### config.mk
export PLATFORM = sky130hd
export DESIGN_NAME = accum_pack
export DESIGN_NICKNAME = d
export VERILOG_FILES = /design/src/rtl/accum_pack.sv
export SDC_FILE = /design/constraint.sdc
export NUM_CORES = 1
export LEC_CHECK = 0
export ABC_AREA = 1
export CORE_UTILIZATION = 45
export DETAILED_ROUTE_END_ITERATION = 8
export PLACE_DENSITY = 0.75
export SYNTH_ARGS = -nofsm -noshare
export SYNTH_HDL_FRONTEND = slang
export SYNTH_SLANG_ARGS = --single-unit
### constraint.sdc
create_clock -name Clk -period 5.85 [get_ports Clk]
set_input_delay 1.4625 -clock Clk [delete_from_list [all_inputs] [get_ports Clk]]
set_output_delay 1.4625 -clock Clk [all_outputs]
set_load 0.02 [all_outputs]
### src/rtl/accum_pack.sv
// accum_pack: carry-chained nibble accumulator feeding a 4-entry output FIFO.
// Every accepted beat adds Y + CBF to a 4-bit accumulator and queues
// {sum[3:0], carry}. All state changes on the falling edge of Clk, and Reset
// is synchronous and active-high.
// Optional build macro ACCUM_PACK_SAT_EN: when it is defined, an overflowing
// sum saturates to 4'hF and queues {4'hF, 1'b1}. Otherwise the sum wraps.
module accum_pack (
    input  logic       Clk,
    input  logic       Reset,
    input  logic [3:0] Y,
    input  logic       CBF,
    input  logic       InValid,
    output logic       InReady,
    input  logic       Clear,
    output logic [4:0] A,
    output logic       OutValid,
    input  logic       OutReady,
    output logic [2:0] Count
);

    logic [3:0] acc;
    logic [4:0] mem [4];
    logic [1:0] wptr;
    logic [1:0] rptr;
    logic [2:0] count;

    logic       push;
    logic       pop;
    logic [3:0] acc_base;
    logic [4:0] sum;
    logic [3:0] acc_next;
    logic [4:0] word;

    // Handshake and head-of-FIFO outputs, derived only from registered occupancy
    always_comb begin
        InReady  = (count != 3'd4);
        OutValid = (count != 3'd0);
        A        = (count != 3'd0) ? mem[rptr] : '0;
        Count    = count;
        push     = InValid && (count != 3'd4);
        pop      = OutReady && (count != 3'd0);
    end

    // Next accumulator value and the word to queue; Clear zeroes the addend base
    always_comb begin
        acc_base = Clear ? '0 : acc;
        sum      = {1'b0, acc_base} + {1'b0, Y} + {4'b0000, CBF};
`ifdef ACCUM_PACK_SAT_EN
        if (sum[4]) begin
            acc_next = 4'hF;
            word     = {4'hF, 1'b1};
        end else begin
            acc_next = sum[3:0];
            word     = {sum[3:0], 1'b0};
        end
`else
        acc_next = sum[3:0];
        word     = {sum[3:0], sum[4]};
`endif
    end

    // Accumulator, FIFO storage, pointers and occupancy; reset overrides everything
    always_ff @(negedge Clk) begin
        if (Reset) begin
            acc   <= '0;
            wptr  <= '0;
            rptr  <= '0;
            count <= '0;
            for (int unsigned i = 0; i < 4; i++) begin
                mem[i] <= '0;
            end
        end else begin
            if (push) begin
                acc       <= acc_next;
                mem[wptr] <= word;
                wptr      <= wptr + 2'd1;
            end else if (Clear) begin
                acc <= '0;
            end
            if (pop) begin
                rptr <= rptr + 2'd1;
            end
            case ({push, pop})
                2'b10:   count <= count + 3'd1;
                2'b01:   count <= count - 3'd1;
                default: count <= count;
            endcase
        end
    end

endmodule
==> results by stage <==
Die:
- The die covers 3970 µm².
- The initial standard-cell utilization of the core is 0.487.
- The y dimension of the die is between 60 and 70 µm.
- The floorplan has 21 rows.
- The number of top-level design ports is 20.
- The x dimension of the die is 63.0 µm.
- The core region is roughly 3400 µm².

Setup path:
- The data arrival time at the worst-slack endpoint is 4310 ps.
- The worst register-to-register path ends at Count[2].
- In this run the critical register-to-register path is launched from Count[1].
- The number of cells on the worst reg-to-reg path is 13.
- STA puts the critical path data required time at 4390 ps.
- The maximum fanout count along the critical path is 2.
- The startpoint class of the critical path is a flop.
- In this run the register-to-register setup slack is between 3000 and 4000 ps.
- The worst setup path is captured at a primary output.
- The category of the most critical setup path is reg -> out.

Clocking:
- The clock reaches the later pin of the worst-skew pair after approximately 370 ps.
- The number of sinks handled by clock tree synthesis is 33.
- The post-cts hold buffer count is 0.
- The number of levels in the clock H-tree is 2.
- The clock-pin slew on the worst setup and hold paths is 40 ps.
- The master cell of the clock root buffer is clkbuf_8.
- The maximum count of clock buffers along a single path is 2.
- The number of clock buffers added by TritonCTS is 5.
- TritonCTS built the clock tree.

Global route:
- The maximum number of pins on one net before global-route repair is 13.
- The via count of the first global-routing pass was 1515.
- The global-route usage over all layers is 0.200.
- After global routing the overflow that remains totals 0.
- The wire length of the first global-routing pass is 6010 µm.
- The number of antenna violations at the first check in global routing was 0.

Routing:
- The total via count in the routed design is roughly 1400.
- The detailed-router iteration count before antenna repair is 4.
- Summed over all layers, the routed wires come to around 3400 µm.
- The first routing iteration left 41 violations.
- The routed via count divided by cell count is 4.43.
- In the final routed layout, each cell accounts on average for ~11 µm.
- The residual DRC count is 0.
- The count of nets left with antenna violations once routing finished came out at 0.

Worst hold path:
- The worst hold path begins at rptr[1].
- Along the worst hold path, the cell count comes to 2.
- For hold timing, the worst endpoint is rptr[1].
- The type of the worst min-delay path is reg -> reg.

STA:
- The final count of pins violating max slew came to 0.
- Setup violations remaining at the end of the flow were counted as 0.
- The final hold slack is 497 ps.
- The final-report hold violation count is 0.
- The pin slew with the least headroom to its limit is around 350 ps.
- The headroom to the max-slew limit is 0.766.
- Setup repair after global routing could not meet its margin everywhere.
- The worst clock skew on the final layout is 31.5 ps.

Power:
- Power spread over the standard cell area amounts to 414 nW/µm².
- The worst voltage drop across the vdd grid is 258 µV.
- The reported leakage power is 1.23 nW.

Status:
- The flow ran to the end, and the final reports show no timing, DRC or antenna violations.

Logic synthesis:
- After synthesis, the share of flip-flops with an asynchronous set or reset is 0.
- The area of the mapped netlist is about 1700 µm².
- The most used flip-flop cell after synthesis is edfxtp_1.
- The total number of yosys warnings is 0.
- The number of enable flip-flop cells after synthesis is 20.
- The synthesized instance count is 193.
- The post-synth net total is 210.
- The sequential element share of the synthesized area is 0.513.
- Counting flops and latches in the post-synthesis netlist gives 33.
- The average cell area after synthesis is approximately 8.7 µm².
- The number of distinct library cell variants in the gate-level netlist after synthesis is 23.

Finish:
- Relative to the synthesized area, the layout overhead comes to 41.6%.
- Registers take 862 µm².
- The antenna cell count is 0.
- Once layout is complete, the utilization of the core stands at 0.690.
- The area taken by multi-input logic gates is 712 µm².
- The number of filler instances in the final layout is 283.
- Of the cells placed in the final design, the portion with a size suffix greater than 1 is 0.215.
- The number of nets in the layout is 291.

Run:
- The tool flagged a number of max-cap violations equal to 0.

Place:
- After legalization and detailed placement, the total HPWL measured 2430 µm.
- The routability congestion estimate from global placement is 0.823.
- The quantity of I/O buffers inserted on ports is 19.
==> cells in the mapped netlist, types with 2 or more instances <==
| cell type | n | area (µm²) |
|---|---|---|
| fa_1 | 3 | 60.1 |
| nor2_2 | 2 | 12.5 |
| a21oi_1 | 11 | 55.1 |
| o21ai_1 | 3 | 15.0 |
| dfxtp_1 | 13 | 260 |
| nor2_1 | 48 | 180 |
| inv_1 | 30 | 113 |
| o21ai_0 | 13 | 65.1 |
| nand2_1 | 29 | 109 |
| nand3_1 | 4 | 20.0 |
| ha_1 | 4 | 50.1 |
| edfxtp_1 | 20 | 601 |
| nand3_4 | 2 | 35.0 |
| inv_2 | 2 | 7.51 |
==> sequential cells by signal, summed over array words and instances (netlist names), named ones only <==
signal	count
Count	3
acc	4
mem	20
rptr	2
wptr	2
==> cells by family (layout without fill, tap and decap cells) <==
group,after synthesis,count (layout),share of synthesized area
simple gates,92,92,0.260
flops,33,33,0.513
buf+inv,33,115,0.0746
compound gates,27,27,0.0806
fa+ha+maj,7,7,0.0657
xor+xnor,1,1,0.00522
==> report_power, final <==
part / internal [W] / switching, W
sequential: 0.000283 / 0.0000219
clock: 0.000198 / 0.000144
combinational: 0.000141 / 0.000193
total: 0.000623 / 0.000360
==> metal layers <==
metal,wire length (µm),vias up,share of wire,global-route usage
li1,-,772,-,-
met1,1570,609,0.46,0.218
met2,1610,29,0.47,0.304
met3,109,12,0.032,0.0748
met4,108,0,0.032,0.172
met5,0,-,0,0
==> timing repair <==
| action | 4_1_cts | 5_1_grt |
|---|---|---|
| buffers inserted | 0 | 1 |
| gates cloned | 1 | 0 |
| pin swaps | 5 | 3 |
| gates resized for setup | 32 | 17 |
| setup endpoints to repair | 21 | 13 |
==> worst max path at each step <==
stage / start / endpoint / slack [ps] / cells after the start
after global placement: Clear / mem[3][0] / -580 / 10
after CTS: flop / A[2] / -20 / 5
after global routing: flop / A[0] / -30 / 5
after detailed placement: Clear / mem[3][0] / -630 / 10
after floorplan: Clear / mem[0][0] / 10 / 9
final: Count[2] / Count[2] / 70 / 2
==> through the flow <==
step | power, W | setup TNS [ps] | setup slack [ps] | std cells | cell area (µm²)
6_report | 0.000983 | 0 | 72.6 | 321 | 2370
5_1_grt | 0.00107 | -29.0 | -29.0 | 321 | 2370
4_1_cts | 0.000994 | -28.7 | -24.8 | 320 | 2370
3_5_place_dp | 0.000678 | -10520 | -627 | 279 | 2110
3_3_place_gp | 0.000673 | -9650 | -581 | 279 | 2110
2_1_floorplan | 0.000531 | 0 | 9.50 | 193 | 1690
==> placed cells by master (no fill, tap or decap), types with 4 or more instances in the layout <==
| cell | instances |
|---|---|
| a21oi_1 | 10 |
| buf_4 | 25 |
| clkbuf_8 | 5 |
| clkdlybuf4s50_1 | 6 |
| dfxtp_1 | 12 |
| dlygate4sd2_1 | 5 |
| edfxtp_1 | 20 |
| ha_1 | 4 |
| inv_1 | 60 |
| inv_2 | 4 |
| nand2_1 | 26 |
| nand2_2 | 4 |
| nand3_1 | 4 |
| nor2_1 | 48 |
| o21ai_0 | 5 |
| o21ai_1 | 11 |
==> critical path, cell delays in order (launching register included) <==
cell and delay (ps):
dfxtp_1 320, buf_4 120, clkdlybuf4s50_1 600
==> final cells by class <==
type | count | share of cell area
inverters | 31 | 0.0506
clock inverters | 36 | 0.0791
well taps | 46 | 0.0242
repair inverters | 1 | 0.00316
flip-flops and latches | 33 | 0.363
multi-input cells | 127 | 0.300
clock buffers | 5 | 0.0290
repair buffers | 42 | 0.151
Power figures use the tool's default switching activity.
